## src/rtl/apb_add_master.sv

```systemverilog
// APB master that adds two operands on an external adder slave: writes op_a, writes op_b,
// reads the sum back. Each APB transfer is SETUP then ACCESS; ACCESS waits are bounded by TIMEOUT.
module apb_add_master #(
    parameter int TIMEOUT = 16
) (
    input  logic        PCLK,
    input  logic        PRESET,
    input  logic        start,
    input  logic [31:0] op_a,
    input  logic [31:0] op_b,
    output logic        busy,
    output logic        done,
    output logic        err,
    output logic [31:0] result,
    output logic        PSEL,
    output logic        PENABLE,
    output logic        PWRITE,
    output logic [31:0] PRWADDR,
    output logic [31:0] PRWDATA,
    output logic [1:0]  f,
    input  logic [31:0] PRDATA1,
    input  logic        PREADY,
    output logic [2:0]  state_dbg
);

    typedef enum logic [2:0] {
        IDLE, SETUP_A, ACCESS_A, SETUP_B, ACCESS_B, SETUP_S, ACCESS_S, DONE
    } state_t;

    state_t      state;
    state_t      nxt;
    logic [7:0]  wait_cnt;
    logic [31:0] a_q;
    logic [31:0] b_q;
    logic        in_access;
    logic        in_setup;
    logic        timeout_hit;

    assign state_dbg = state;

    always_comb begin
        in_access   = (state == ACCESS_A) || (state == ACCESS_B) || (state == ACCESS_S);
        in_setup    = (state == SETUP_A) || (state == SETUP_B) || (state == SETUP_S);
        // This cycle is the TIMEOUT-th ACCESS cycle without PREADY.
        timeout_hit = in_access && !PREADY && (wait_cnt == 8'(TIMEOUT - 1));
        nxt = state;
        case (state)
            IDLE:     if (start) nxt = SETUP_A;
            SETUP_A:  nxt = ACCESS_A;
            ACCESS_A: if (PREADY) nxt = SETUP_B; else if (timeout_hit) nxt = DONE;
            SETUP_B:  nxt = ACCESS_B;
            ACCESS_B: if (PREADY) nxt = SETUP_S; else if (timeout_hit) nxt = DONE;
            SETUP_S:  nxt = ACCESS_S;
            ACCESS_S: if (PREADY || timeout_hit) nxt = DONE;
            DONE:     nxt = IDLE;
            default:  nxt = IDLE;
        endcase
    end

    always_ff @(posedge PCLK) begin
        if (PRESET) begin
            state    <= IDLE;
            wait_cnt <= 8'd0;
            a_q      <= 32'd0;
            b_q      <= 32'd0;
            result   <= 32'd0;
            busy     <= 1'b0;
            done     <= 1'b0;
            err      <= 1'b0;
            PSEL     <= 1'b0;
            PENABLE  <= 1'b0;
            PWRITE   <= 1'b0;
            PRWADDR  <= 32'd0;
            PRWDATA  <= 32'd0;
            f        <= 2'b00;
        end else begin
            state <= nxt;
            if (state == IDLE && start) begin
                a_q <= op_a;
                b_q <= op_b;
            end
            if (in_setup)
                wait_cnt <= 8'd0;
            else if (in_access && !PREADY)
                wait_cnt <= wait_cnt + 8'd1;
            if (state == ACCESS_S && PREADY)
                result <= PRDATA1;

            busy    <= (nxt != IDLE);
            done    <= (nxt == DONE);
            err     <= timeout_hit;
            PSEL    <= (nxt != IDLE) && (nxt != DONE);
            PENABLE <= (nxt == ACCESS_A) || (nxt == ACCESS_B) || (nxt == ACCESS_S);

            // Bus fields are set from the state being entered so they are stable for the whole transfer.
            case (nxt)
                SETUP_A: begin
                    PWRITE <= 1'b1; PRWADDR <= 32'd0; PRWDATA <= op_a; f <= 2'b01;
                end
                ACCESS_A: begin
                    PWRITE <= 1'b1; PRWADDR <= 32'd0; PRWDATA <= a_q;  f <= 2'b01;
                end
                SETUP_B, ACCESS_B: begin
                    PWRITE <= 1'b1; PRWADDR <= 32'd1; PRWDATA <= b_q;  f <= 2'b10;
                end
                SETUP_S, ACCESS_S: begin
                    PWRITE <= 1'b0; PRWADDR <= 32'd2; PRWDATA <= 32'd0; f <= 2'b11;
                end
                default: begin
                    PWRITE <= 1'b0; PRWADDR <= 32'd0; PRWDATA <= 32'd0; f <= 2'b00;
                end
            endcase
        end
    end

endmodule

```

## config.mk

```make
export PLATFORM = sky130hd
export DESIGN_NAME = apb_add_master
export DESIGN_NICKNAME = d
export VERILOG_FILES = /design/src/rtl/apb_add_master.sv
export SDC_FILE = /design/constraint.sdc
export NUM_CORES = 1
export LEC_CHECK = 0
export BUFFER_PORTS_ARGS = -buffer_cell sky130_fd_sc_hd__buf_2
export CAP_MARGIN = 20
export CORE_MARGIN = 1.5
export CORE_UTILIZATION = 45
export CTS_CLUSTER_DIAMETER = 30
export DETAILED_ROUTE_END_ITERATION = 6
export PLACE_DENSITY = 0.73
export SLEW_MARGIN = 20
export SYNTH_ARGS = -nofsm -noshare
export SYNTH_HDL_FRONTEND = slang
export SYNTH_SLANG_ARGS = --single-unit
export TNS_END_PERCENT = 1
```

## constraint.sdc

```tcl
create_clock -name PCLK -period 1.7 [get_ports PCLK]
set_input_delay 0.51 -clock PCLK [delete_from_list [all_inputs] [get_ports PCLK]]
set_output_delay 0.51 -clock PCLK [all_outputs]
set_load 0.005 [all_outputs]
```

==> flow_summary.yaml <==
place:
  hpwlAfterDp_microns: 9910
  port_buffers: 176
  globalplace.congestion: 0.837
  place_ws_ps: -176
  placed_area_sq_um: 7210
outcome:
  violations: "setup timing"
  outcome: "finished with violations"
grt:
  track_usage_pct: 21.2
  first_global_vias: 5090
  grt_pass1_wl_microns: 24100
  overflow: 0
  antenna_found_initial: 3
  grt_start_max_net_pins: 65
synth:
  synthTopCellsByCount: "nand2_1, dfxtp_1, a21oi_1"
  synth_area_leaders: "dfxtp_1, nand2_1, a21oi_1"
  ys_seq_area_share_pct: 49.5
  syn_area_per_cell_sq_um: 8.62
  synthArstFlopShare_pct: 0
  post-synth-top-count-cell: "nand2_1"
  synth_edf_count: 0
  synth-main-ff-cell: "dfxtp_1"
  synth_cell_types: 38
  synth.largest_area_cell: "dfxtp_1"
  yosys_register_bits: 149
  synth.top_cell.area_share_pct: 49.5
  syn_area_sq_um: 6030
  synthCells: 699
  yosysWarnings: 0
setup_path:
  startpoint_type: "register"
  r2r-start: "wait_cnt[5]"
  worstPathArrival_ps: 2080
  worst-r2r-cell-count: 7
  r2r_slack_ps: -40
  cp_max_fo: 24
  cp-end-kind: "register"
  worstPathRequired_ps: 2040
  criticalPathCategory: "register to register"
  rr_endpoint: "PRWDATA[11]"
layout:
  drive_gt1_share_pct: 33.3
  post-route-util_pct: 60.1
  design_area_sq_um: 7900
  fillers: 1210
  areaGrowthSynthToFinish_pct: 31.1
  nets: 984
timing:
  post-route-min-period_ps: 1740
  rsz0062_at_grt: "true"
  skew_ps: 9.28
  period_share_pct: 102
  setup_viol: 13
  setup_ws_ps: -37.5
  maxSlewHeadroom_pct: 63.5
  fin_tns_setup_ps: -163
  drv_slew: 0
  tightestPinTransition_ps: 546
  max_freq_mhz: 576
  finalHoldViolations: 0
min_path:
  holdPathEnd: "result[22]"
  worstHoldStart: "PRDATA1[22]"
  hold_path.class: "input pin to register"
  hold_depth: 3
die:
  coreArea_sq_um: 13100
  rows: 42
  ios: 207
  dieHeight_microns: 119
  start_util_pct: 45.9
  dieWidth_microns: 119
  die_area_sq_um: 14100
cts:
  h-tree-depth: 4
  cts_setup_buffers: 0
  cts_tree: "yes"
  clk_pin_slew_ps: 60
  clockBufferDepth: 2
  cts_buffers: 17
  clk_latency_ps: 420
  cts_root_buf: "clkbuf_16"
  cts_sinks: 149
route:
  wirelength_microns: 15100
  ant_nets: 0
  vias: 5525
  first_iter_violations: 449
  avgRoutedWirePerCell_microns: 14.1
  drtPass1Iterations: 5
  viasPerCell: 5.15
  drc: 0
power:
  finalPower_mw: 8.82
  p_per_area_nw_per_um2: 1120
  peakVddDrop_v: 0.000719
  leakage_nw: 3.27
run:
  cap_violations: 0
==> metal layers <==
metal  up-vias  track usage, %  share of wire [%]
li1       2736               -                  -
met1      2559            25.8                 43
met2       207            35.1                 47
met3        21            7.38                8.2
met4         2            7.08                1.4
met5         -               0              0.086
==> registers in the layout (all words and copies together), names as in the netlist <==
name       cells
PRWDATA       32
a_q           32
b_q           32
result        32
wait_cnt       8
state_dbg      3
PRWADDR        2
f              2
PENABLE        1
PSEL           1
PWRITE         1
busy           1
done           1
err            1
==> critical path, stage by stage (launching register included) <==
cell and delay [ps]:
dfxtp_1 350, nor4_2 60, buf_4 140, a41oi_4 260
nor3b_4 300, buf_12 250, a22oi_1 110, a31oi_1 180
==> layout by cell type, fill, tap and decap left out, drive strengths merged, types with 2 or more instances in the layout <==
| master | instances |
|---|---|
| clkbuf | 22 |
| bufinv | 4 |
| or2 | 3 |
| nand2b | 2 |
| a221oi | 2 |
| nand2 | 199 |
| nor2 | 19 |
| a21oi | 111 |
| a31oi | 21 |
| dfxtp | 149 |
| nor4 | 2 |
| buf | 222 |
| conb | 30 |
| a222oi | 11 |
| clkinv | 5 |
| nor3 | 7 |
| a22oi | 53 |
| and3 | 3 |
| nand3 | 6 |
| nor3b | 2 |
| diode | 2 |
| xnor2 | 4 |
| xor2 | 4 |
| a21o | 2 |
==> worst max path at each step <==
stage | end | startpoint | slack (ps)
after floorplan | PRWDATA[22] | wait_cnt[7] | 70
after global placement | PRWDATA[30] | PREADY | -140
after detailed placement | PRWDATA[26] | PREADY | -180
after CTS | PRWDATA[15] | wait_cnt[7] | -40
after global routing | PRWDATA[15] | wait_cnt[7] | -150
final | PRWDATA[11] | wait_cnt[5] | -40
==> kinds of logic (layout without fill, tap and decap cells) <==
| family | count (synthesis) | in the layout | synth area share (%) |
|---|---|---|---|
| flip-flops | 149 | 149 | 49.5 |
| XOR/XNOR | 8 | 8 | 1.16 |
| AO/OA/AOI/OAI | 206 | 206 | 23.7 |
| adder cells (fa/ha/maj) | 1 | 1 | 0.208 |
| buffers and inverters | 86 | 253 | 8.36 |
| other | 1 | 32 | 0.0622 |
| AND/OR/NAND/NOR | 248 | 248 | 17.0 |
==> power breakdown <==
| group | leakage, nW | total [mW] | internal [mW] | switching [mW] |
|---|---|---|---|---|
| clock network | 0.316 | 4.00 | 2.60 | 1.40 |
| logic | 1.73 | 1.00 | 0.428 | 0.574 |
| registers | 1.22 | 3.82 | 3.69 | 0.127 |
==> stage by stage <==
| step | instances | hold WS [ps] |
|---|---|---|
| CTS | 1071 | 313 |
| detailed placement | 1040 | 444 |
| floorplan | 728 | 449 |
| global placement | 1040 | 438 |
| global route | 1072 | 319 |
| finish | 1073 | 321 |
==> cell type report <==
class | count | area, sq um | area share, %
clock inverter | 9 | 149 | 1.88
antenna | 2 | 5.00 | 0.0634
multi-input combinational | 493 | 2720 | 34.4
clock buffer | 22 | 484 | 6.13
sequential | 149 | 2980 | 37.8
tap | 176 | 220 | 2.79
timing repair buffer | 222 | 1340 | 17.0
==> timing repair <==
item	4_1_cts	5_1_grt
endpoints found under the hold margin	0	0
pin swaps	0	2
setup endpoints to repair	34	37
hold buffers	0	0
resized for setup	5	5
Power figures use the tool's default switching activity.
